[src/rtl/mem_access_ctrl.sv]
// mem_access_ctrl: multicycle load/store sequencer placed ahead of the
// size-handler mux. It latches one request at a time and drives the
// word-aligned address. For sb/sh it reads the word first so the size
// handler can merge the new bytes (read-modify-write). Illegal ops and
// misaligned addresses are answered with a one-cycle done+err pulse.
module mem_access_ctrl #(
  parameter int MEM_LATENCY = 1
) (
  input  logic        clk,
  input  logic        reset,
  input  logic        start,
  input  logic [2:0]  op,
  input  logic [31:0] addr,
  output logic        busy,
  output logic        done,
  output logic        err,
  output logic [31:0] mem_addr,
  output logic        mem_wr,
  output logic [2:0]  sh_sel,
  output logic        mdr_load
);

  // Size-handler op encodings
  localparam logic [2:0] OP_SB = 3'b000;
  localparam logic [2:0] OP_SW = 3'b001;
  localparam logic [2:0] OP_SH = 3'b010;
  localparam logic [2:0] OP_LW = 3'b100;
  localparam logic [2:0] OP_LH = 3'b101;
  localparam logic [2:0] SEL_PASS = 3'b111;

  // READ counts down from the latency, so it lasts exactly MEM_LATENCY cycles
  localparam logic [2:0] LAT = 3'(MEM_LATENCY);

  typedef enum logic [2:0] {
    S_IDLE,
    S_READ,
    S_LOAD,
    S_WRITE,
    S_DONE,
    S_FAULT
  } state_t;

  state_t      state_reg, state_next;
  logic [2:0]  cnt_reg, cnt_next;
  logic [2:0]  op_reg;
  logic [29:0] word_addr_reg;   // only the word part of the address is ever used
  logic        req_ok;
  logic        op_is_rmw;       // sb/sh need a read before the write

  // The memory always sees the word-aligned version of the latched address
  assign mem_addr = {word_addr_reg, 2'b00};

  // Stores of less than a word go through the read-modify-write path
  assign op_is_rmw = (op_reg == OP_SB) || (op_reg == OP_SH);

  // Legality of the request presented on the inputs while in IDLE
  always_comb begin
    req_ok = 1'b1;
    if (op[2:1] == 2'b11)
      req_ok = 1'b0;
    else if (((op == OP_SW) || (op == OP_LW)) && (addr[1:0] != 2'b00))
      req_ok = 1'b0;
    else if (((op == OP_SH) || (op == OP_LH)) && addr[0])
      req_ok = 1'b0;
  end

  // State, latency counter and request latch
  always_ff @(posedge clk or posedge reset) begin
    if (reset) begin
      state_reg     <= S_IDLE;
      cnt_reg       <= 3'd0;
      op_reg        <= 3'd0;
      word_addr_reg <= 30'd0;
    end else begin
      state_reg <= state_next;
      cnt_reg   <= cnt_next;
      if ((state_reg == S_IDLE) && start) begin
        op_reg        <= op;
        word_addr_reg <= addr[31:2];
      end
    end
  end

  // Next-state logic and state-decoded strobes
  always_comb begin
    state_next = state_reg;
    cnt_next   = cnt_reg;
    busy       = 1'b1;
    done       = 1'b0;
    err        = 1'b0;
    mem_wr     = 1'b0;
    mdr_load   = 1'b0;
    sh_sel     = SEL_PASS;
    case (state_reg)
      S_IDLE: begin
        busy = 1'b0;
        if (start) begin
          if (!req_ok) begin
            state_next = S_FAULT;
          end else if (op == OP_SW) begin
            state_next = S_WRITE;
          end else begin
            state_next = S_READ;
            cnt_next   = LAT;
          end
        end
      end
      S_READ: begin
        cnt_next = cnt_reg - 3'd1;
        // <= 1 rather than == 1 so a stray zero count cannot wrap around
        if (cnt_reg <= 3'd1)
          state_next = op_is_rmw ? S_WRITE : S_LOAD;
      end
      S_LOAD: begin
        sh_sel     = op_reg;
        mdr_load   = 1'b1;
        state_next = S_DONE;
      end
      S_WRITE: begin
        sh_sel     = op_reg;
        mem_wr     = 1'b1;
        state_next = S_DONE;
      end
      S_DONE: begin
        busy       = 1'b0;
        done       = 1'b1;
        state_next = S_IDLE;
      end
      S_FAULT: begin
        busy       = 1'b0;
        done       = 1'b1;
        err        = 1'b1;
        state_next = S_IDLE;
      end
      default: begin
        state_next = S_IDLE;
      end
    endcase
  end

endmodule

[config.mk]
export PLATFORM = sky130hd
export DESIGN_NAME = mem_access_ctrl
export DESIGN_NICKNAME = d
export VERILOG_FILES = /design/src/rtl/mem_access_ctrl.sv
export SDC_FILE = /design/constraint.sdc
export NUM_CORES = 1
export LEC_CHECK = 0
export CAP_MARGIN = 15
export CORE_UTILIZATION = 46
export CTS_CLUSTER_SIZE = 25
export DETAILED_ROUTE_END_ITERATION = 10
export GPL_ROUTABILITY_DRIVEN = 0
export PLACE_DENSITY = 0.91
export SETUP_SLACK_MARGIN = 0.3
export SLEW_MARGIN = 20
export SYNTH_ARGS = -nofsm -noshare
export SYNTH_HDL_FRONTEND = slang
export SYNTH_SLANG_ARGS = --single-unit
[constraint.sdc]
create_clock -name clk -period 5.2 [get_ports clk]
set_clock_uncertainty 0.2 [all_clocks]
set_input_delay 0.78 -clock clk [delete_from_list [all_inputs] [get_ports clk]]
set_output_delay 0.78 -clock clk [all_outputs]
set_load 0.01 [all_outputs]
# Word level (Yosys, flattened, before mapping)
# Cells that the tools add are included.
[word_totals]
register_bits = 39
latchBits = 0
mem_bits_rw = 0
rom_bits = 0
in_bits = 38
output_inout_bits = 40
word_cells = 55
mem_count = 0
[op_classes]
add_sub_neg = 1
mul = 0
div = 0
order_cmp = 1
n_eq_ne = 15
n_shift = 0
n_mux = 19
n_bitwise = 0
n_reduce_logical = 15
[op_table]
columns = ["cell", "n"]
rows = [
  ["two-way mux 3 bit", 7],
  ["equality test 3 x 2 -> 1 bit (second input constant)", 4],
  ["equality test 3 bit (second input constant)", 4],
  ["two-way mux 1 bit", 9],
  ["case mux 3 bit (3 select lines)", 1],
  ["!= test 2 bit (second input constant)", 4],
  ["equality test 3 x 1 -> 1 bit (second input constant)", 2],
  ["logical NOT 3 bit", 2],
  ["case mux 3 bit (2 select lines)", 1],
  ["AND reduction 4 bit", 1],
  ["nonzero test 2 bit", 2],
  ["OR reduction 2 bit", 2],
  ["<= comparator 3 x 1 -> 1 bit (second input constant)", 1],
  ["logical AND 1 bit", 3],
  ["logical OR 1 bit", 3],
  ["OR reduction 3 bit", 1],
  ["subtractor 3 x 1 -> 3 bit (second input constant)", 1],
  ["equality test 2 bit (second input constant)", 1],
  ["two-way mux 2 bit", 1],
  ["AND reduction 2 bit", 1],
]

# Longest topological paths before layout
# Gate-level depths: netlist of the first run.
[depth]
word_depth = 9
ltp_mapped = 5
mapped_depth_nobuf = 5

# Least setup slack after synthesis of the first run
# No wires, ideal clock.
[synth_timing]
path_type = "flip-flop to output port"
startpoint = "reg state_reg[1]"
endpoint = "out mdr_load"
t_arrival_ps = 976
t_required_ps = 4220
path_slack_ps = 3244
path_stages_with_launch = 4
n_path_buf = 1
path_cell_list = "dfrtp_1 > clkbuf_1 > and2b_1 > and2_1"
[synth_between]
elab_chain_cells = 2
[synth_rtl]
columns = ["item", "line_no", "source"]
rows = [
  ["start: declaration", "43", "state_t state_reg, state_next;"],
  ["start signal: assignment", "75", "state_reg <= state_next;"],
  ["equality test 3 x 2 -> 1 bit", "94", "case (state_reg)"],
  ["two-way mux 1 bit", "94", ""],
  ["end: declaration", "20", "output logic mdr_load"],
]
# No other way between the ends.

# Worst setup path after layout of the first run
[layout_timing]
startpoint = "reg state_reg[1]"
endpoint = "out mem_wr"
[layout_between]
elab_chain_cells = 2
[layout_rtl]
columns = ["item", "line_no", "source"]
rows = [
  ["equality test 3 x 2 -> 1 bit", "94", ""],
  ["two-way mux 1 bit", "94", ""],
  ["end: declaration", "18", "output logic mem_wr,"],
]
# No other way between the ends.

==> metrics.yaml, run 1 <==
synthesis:
  syn_avg_cell_area_um2: 14.77
  ys_seq_area_share_pct: 52.03
  synth_area_leader_cell: "dfrtp_1"
  syn_inst: 127
  synthTopCellsByArea: "dfrtp_1, mux2_4, buf_12"
  synth_seq_cells: 39
  synth_warnings: 0
  synth.distinct_cells: 37
  netlist.area_leader.share_pct: 52.03
  syn_area_um2: 1876
detailed_routing:
  num_vias: 1285
  dr.pass1.iters: 4
  wl_per_cell_um: 15.94
  drt_iter0_drc: 45
  ant_nets: 0
  wirelength_um: 4018
  drc: 0
  via_per_inst: 5.099
power_and_ir_drop:
  p_int_w: 0.001189
  switchingPower_w: 0.0005254
  p_clk_share_pct: 15.1
  power_frac_seq_pct: 34.0
  p_comb_share_pct: 50.9
  powerDensity_nw_per_um2: 630.1
  peakVddDrop_uv: 381.7
  leakagePower_nw: 1.181
  swShare_pct: 30.64
  power_w: 0.001715
die:
  rows: 22
  coreArea_um2: 3771
  dieArea_um2: 4337
  ios: 78
  dieWidth_um: 65.86
  start_util_pct: 49.73
  chipHeight_um: 65.86
critical_path:
  crit_fanout: 11
  crit_type: "reg -> out"
  reg2reg_depth: 3
  end_kind: "primary output"
  timing.rr.end: "word_addr_reg[4]"
  crit_start: "state_reg[1]"
  cp.arrival_ns: 1.78
  required_ns: 4.22
  ff2ff_setup_slack_ns: 3.12
  endpoint: "mem_wr"
  worstReg2RegStart: "state_reg[1]"
  start_kind: "flop"
cts:
  cts_made_buffers: 5
  post_cts_resized: 0
  cts_tree: "done"
  cts.reportedPaths.clkPinSlew_ns: 0.07
  cts_htree_levels: 2
  cts_buffer_depth: 2
  cts_setup_buffers: 0
  clock_latency_ns: 0.29
  hold_buffers: 0
  cts_root_buf: "clkbuf_8"
  cts.sinks: 39
grt:
  grt_pass1_vias: 1305
  grt_pass1_wl_um: 6320
  antenna_found_initial: 0
  track_usage_pct: 20.06
  grt_overflow: 0
  grt_max_degree: 40
cells_and_area:
  multi_input_area_um2: 783.3
  antenna_cells: 0
  fin_nets: 242
  fin_area_um2: 2721
  finish.utilization_pct: 72.16
  n_fill_cell: 233
  drive_above_1_share_pct: 22.55
  largest_register_ffs: 30
  syn_to_final_growth_pct: 45.10
  ff_latch_area_um2: 975.9
timing:
  finalSetupViolCount: 0
  slew-limit-headroom_pct: 59.19
  fin_hold_ws_ns: 0.3068
  period_needed_ns: 2.762
  maxSlewViolCount: 0
  tightest_slew_ns: 0.6122
  grt_setup_unrepaired: "no"
  fin_tns_setup_ns: 0
  post-route-period-util_pct: 53.12
  hold_viol: 0
  fmax_mhz: 362.0
placed_design:
  port_buffers: 75
  place_area_um2: 2604
  dpl.hpwl_um: 2726
flow_run:
  max-cap-violations: 0
hold_path:
  hp-class: "reg -> reg"
status:
  run_status: "finished clean"
cells in the mapped netlist:
master / count
dfrtp_1: 39
mux2_4: 30
inv_1: 7
mux2_2: 5
o21ai_0: 5
buf_12: 3
nand2b_1: 3
nor2_1: 3
and2_1: 2
buf_4: 2
clkbuf_1: 2
a211o_1: 1
a21o_1: 1
a22oi_1: 1
a311oi_1: 1
a41oi_1: 1
and2b_1: 1
and3_4: 1
buf_6: 1
conb_1: 1
ha_1: 1
nand2_1: 1
nand4bb_1: 1
nor2_2: 1
nor2b_1: 1
nor3_1: 1
nor3b_1: 1
nor4b_1: 1
o2111a_1: 1
o211a_1: 1
o21a_1: 1
o311ai_1: 1
o31a_1: 1
o31ai_1: 1
o41a_1: 1
or3_1: 1
or3b_1: 1
worst max-delay path: stages, from the launching register on:
cell and delay, ns:
dfrtp_1 0.55, and2b_1 0.26, and2_1 0.15, clkdlybuf4s50_1 0.53
cells by family (layout without fill, tap and decap cells):
logic type | count (synthesis) | after routing | synth area share (%)
flops | 39 | 39 | 52.03
mux | 35 | 35 | 27.02
simple gates | 19 | 19 | 6.672
compound gates | 17 | 17 | 7.005
buf+inv | 15 | 91 | 6.405
fa+ha+maj | 1 | 1 | 0.6670
other cells | 1 | 2 | 0.1999
how the worst min path moves through the flow:
stage / start / to / slack, ns / cells past startpoint
finish: word_addr_reg[3] / word_addr_reg[3] / 0.31 / 1
global placement: word_addr_reg[2] / word_addr_reg[2] / 0.29 / 1
CTS: word_addr_reg[3] / word_addr_reg[3] / 0.31 / 1
floorplan: op_reg[1] / op_reg[1] / 0.27 / 1
detailed placement: word_addr_reg[18] / word_addr_reg[18] / 0.29 / 1
global route: word_addr_reg[8] / word_addr_reg[8] / 0.33 / 1
per-stage QoR:
stage	cells	setup slack (ns)
5_1_grt	252	2.331
2_1_floorplan	128	3.244
4_1_cts	252	2.429
3_5_place_dp	244	2.503
3_3_place_gp	244	2.568
6_report	252	2.438
metal layers:
| metal | share of wire (%) | wire length (µm) | global-route usage, % |
|---|---|---|---|
| met1 | 44 | 1773 | 24.66 |
| met2 | 47 | 1904 | 33.16 |
| met3 | 7.1 | 285 | 5.517 |
| met4 | 1.4 | 55 | 7.880 |
| met5 | 0 | 0 | 0 |
final cells by class:
cell class | instances | area share [%]
clock buffers | 6 | 3.034
flip-flops and latches | 39 | 35.86
well taps | 48 | 2.207
repair buffers | 76 | 27.86
multi-input cells | 74 | 28.78
clock inverters | 2 | 1.287
inverters | 7 | 0.9655
placed cells by master, fill, tap and decap left out, types with 2 or more instances in the layout:
cell and count:
conb_1 2, inv_1 7, clkbuf_8 6, mux2_4 30
nand2b_1 3, o21ai_0 5, nor2_1 3, clkdlybuf4s50_1 75
mux2_2 5, dfrtp_1 39, and2_1 2
power groups by stage:
stage	Clock, W	Combinational, W	Sequential [W]
finish	0.000259	0.000872	0.000583
global route	0.000280	0.000933	0.000606
CTS	0.000263	0.000881	0.000582
detailed placement	0	0.000870	0.000584
global placement	0	0.000849	0.000571
floorplan	0	0.000505	0.000608
No activity file was read; power rests on OpenSTA's default activity.
==> run 2, diff against run 1 <==
--- a/config.mk
+++ b/config.mk
@@ -6,11 +6,11 @@
 export NUM_CORES = 1
 export LEC_CHECK = 0
 export CAP_MARGIN = 15
-export CORE_UTILIZATION = 46
+export CORE_UTILIZATION = 42
 export CTS_CLUSTER_SIZE = 25
 export DETAILED_ROUTE_END_ITERATION = 10
 export GPL_ROUTABILITY_DRIVEN = 0
-export PLACE_DENSITY = 0.91
+export PLACE_DENSITY = 0.85
 export SETUP_SLACK_MARGIN = 0.3
 export SLEW_MARGIN = 20
 export SYNTH_ARGS = -nofsm -noshare
==> constraint.sdc (replaced) <==
create_clock -name clk -period 2.55 [get_ports clk]
set_clock_uncertainty 0.2 [all_clocks]
set_input_delay 0.3825 -clock clk [delete_from_list [all_inputs] [get_ports clk]]
set_output_delay 0.3825 -clock clk [all_outputs]
set_load 0.01 [all_outputs]
==> run 2 against run 1 <==
Against the previous run:
- register-to-register slack lost 2.4 ns
- die area grew 9.2%
- first-iteration DRC count increased by 130%
==> metrics.yaml, run 2 (synthesized netlist as in run 1, its figures left out) <==
cells_and_area:
  syn_to_final_growth_pct: 48.30
  drive_above_1_share_pct: 26.19  # +3.6 points
  n_fill_cell: 311  # +33%
  multi_input_area_um2: 784.5  # +0.16%
  ff_latch_area_um2: 978.4  # +0.26%
  layout_commonest_cell: "clkdlybuf4s50_1"
  largest_register_ffs: 30  # unchanged
  finish.utilization_pct: 67.12  # -5.0 points
  final_cell_mix: "clkdlybuf4s50_1, dfrtp_1, mux2_4"
  fin_cells: 260  # +3.2%
  antenna_cells: 0  # unchanged
  fin_nets: 248  # +2.5%
placed_design:
  dp_cells: 249  # +2.0%
  port_buffers: 75  # unchanged
  pre_cts_ws_ns: 0.4880  # -2.015 ns
  dpl.hpwl_um: 2734  # +0.31%
critical_path:
  cp.arrival_ns: 1.59  # -0.19 ns
  start_kind: "flop"
  crit_fanout: 10  # -1
  crit_type: "reg -> out"
  reg2reg_depth: 5  # +2
  ff2ff_setup_slack_ns: 0.71  # -2.41 ns
  worstReg2RegStart: "state_reg[2]"
  end_kind: "primary output"
  timing.rr.end: "word_addr_reg[26]"
  required_ns: 1.97  # -2.25 ns
grt:
  grt_pass1_vias: 1203  # -7.8%
  grt_overflow: 0  # unchanged
  track_usage_pct: 16.19  # -3.9 points
  grt_pass1_wl_um: 5554  # -12%
  grt_max_degree: 40  # unchanged
  antenna_found_initial: 0  # unchanged
cts:
  cts_buffer_depth: 2  # unchanged
  cts_tree: "done"
  hold_buffers: 0  # unchanged
  cts_root_buf: "clkbuf_8"
  cts_made_buffers: 5  # unchanged
  cts.sinks: 39  # unchanged
  cts.reportedPaths.clkPinSlew_ns: 0.08  # about the same
  clock_latency_ns: 0.29  # about the same
  cts_htree_levels: 2  # unchanged
detailed_routing:
  route.met3.wl_um: 422  # +48%
  drc: 0  # unchanged
  wl_per_cell_um: 14.49  # -9.1%
  num_vias: 1285  # unchanged
  wirelength_um: 3767  # -6.2%
  via_per_inst: 4.942  # -3.1%
  ant_nets: 0  # unchanged
  wl_met1_um: 1687  # -4.9%
  dr.pass1.iters: 4  # unchanged
  highest_layer: "met4"
  drt_iter0_drc: 105  # +130%
  route.met2.wl_um: 1616  # -15%
timing:
  maxSlewViolCount: 0  # unchanged
  hold_viol: 0  # unchanged
  post-route-period-util_pct: 85.27
  finalSetupViolCount: 0  # unchanged
  period_needed_ns: 2.174
  grt_setup_unrepaired: "no"
  fmax_mhz: 459.9
  fin_ws_ns: 0.3755  # -2.062 ns
  fin_tns_setup_ns: 0  # unchanged
status:
  run_status: "finished clean"
die:
  ios: 78  # unchanged
  chipHeight_um: 68.83  # +4.5%
  rows: 23  # +4.5%
  dieArea_um2: 4737  # +9.2%
  coreArea_um2: 4144  # +9.9%
  dieWidth_um: 68.83  # +4.5%
  start_util_pct: 45.26  # -4.5 points
power_and_ir_drop:
  leakagePower_nw: 1.231  # +4.3%
  peakVddDrop_uv: 530.2  # +39%
  powerDensity_nw_per_um2: 1270  # +100%
hold_path:
  hp-class: "in -> async"
flow_run:
  max-cap-violations: 0  # unchanged
run 2: per-layer routing:
layer | vias up | global-route usage (%)
met3 | 6 | 6.250
met4 | 0 | 4.592
li1 | 609 | -
met5 | - | 0
met1 | 608 | 21.19
met2 | 62 | 24.88
run 2: what timing repair did:
action                                 4_1_cts  5_1_grt
endpoints found under the hold margin        0        0
buffers inserted                             2        1
resized for setup                            4        1
setup endpoints to repair                    5        2
run 2: where the power goes:
part           leakage (nW)  total, W  switching (W)  internal [W]
Sequential            0.460   0.00115       0.000199      0.000947
Combinational         0.714   0.00188       0.000650       0.00123
Clock                0.0581  0.000507       0.000216      0.000291
run 2: metrics by stage:
stage | total power (W) | cell area (µm²) | hold WS [ns]
6_report | 0.003532 | 2781 | 0.3073
5_1_grt | 0.003764 | 2781 | 0.3277
4_1_cts | 0.003561 | 2771 | 0.3110
3_5_place_dp | 0.003011 | 2641 | 0.2919
3_3_place_gp | 0.002966 | 2641 | 0.2886
2_1_floorplan | 0.002268 | 1879 | 0.2730
run 2: final cells by class:
class	instances	share of cell area [%]
clock buffer	5	2.474
tap	50	2.249
sequential	39	35.18
clock inverter	3	1.574
timing repair buffer	82	29.37
inverter	7	0.9447
multi-input combinational	74	28.21
run 2: how the worst max path moves through the flow:
stage	startpoint	slack, ns	endpoint	cells after the start
finish	state_reg[1]	0.38	err	3
floorplan	state_reg[2]	0.88	op_reg[0]	5
global placement	start	0.51	word_addr_reg[3]	4
detailed placement	start	0.49	word_addr_reg[24]	4
CTS	state_reg[0]	0.31	err	3
global route	state_reg[1]	0.31	err	3
run 2: worst max-delay path, stage by stage (launching register included):
cell             delay (ns)
dfrtp_1                0.38
buf_4                  0.17
nor3_1                 0.19
clkdlybuf4s50_1        0.56
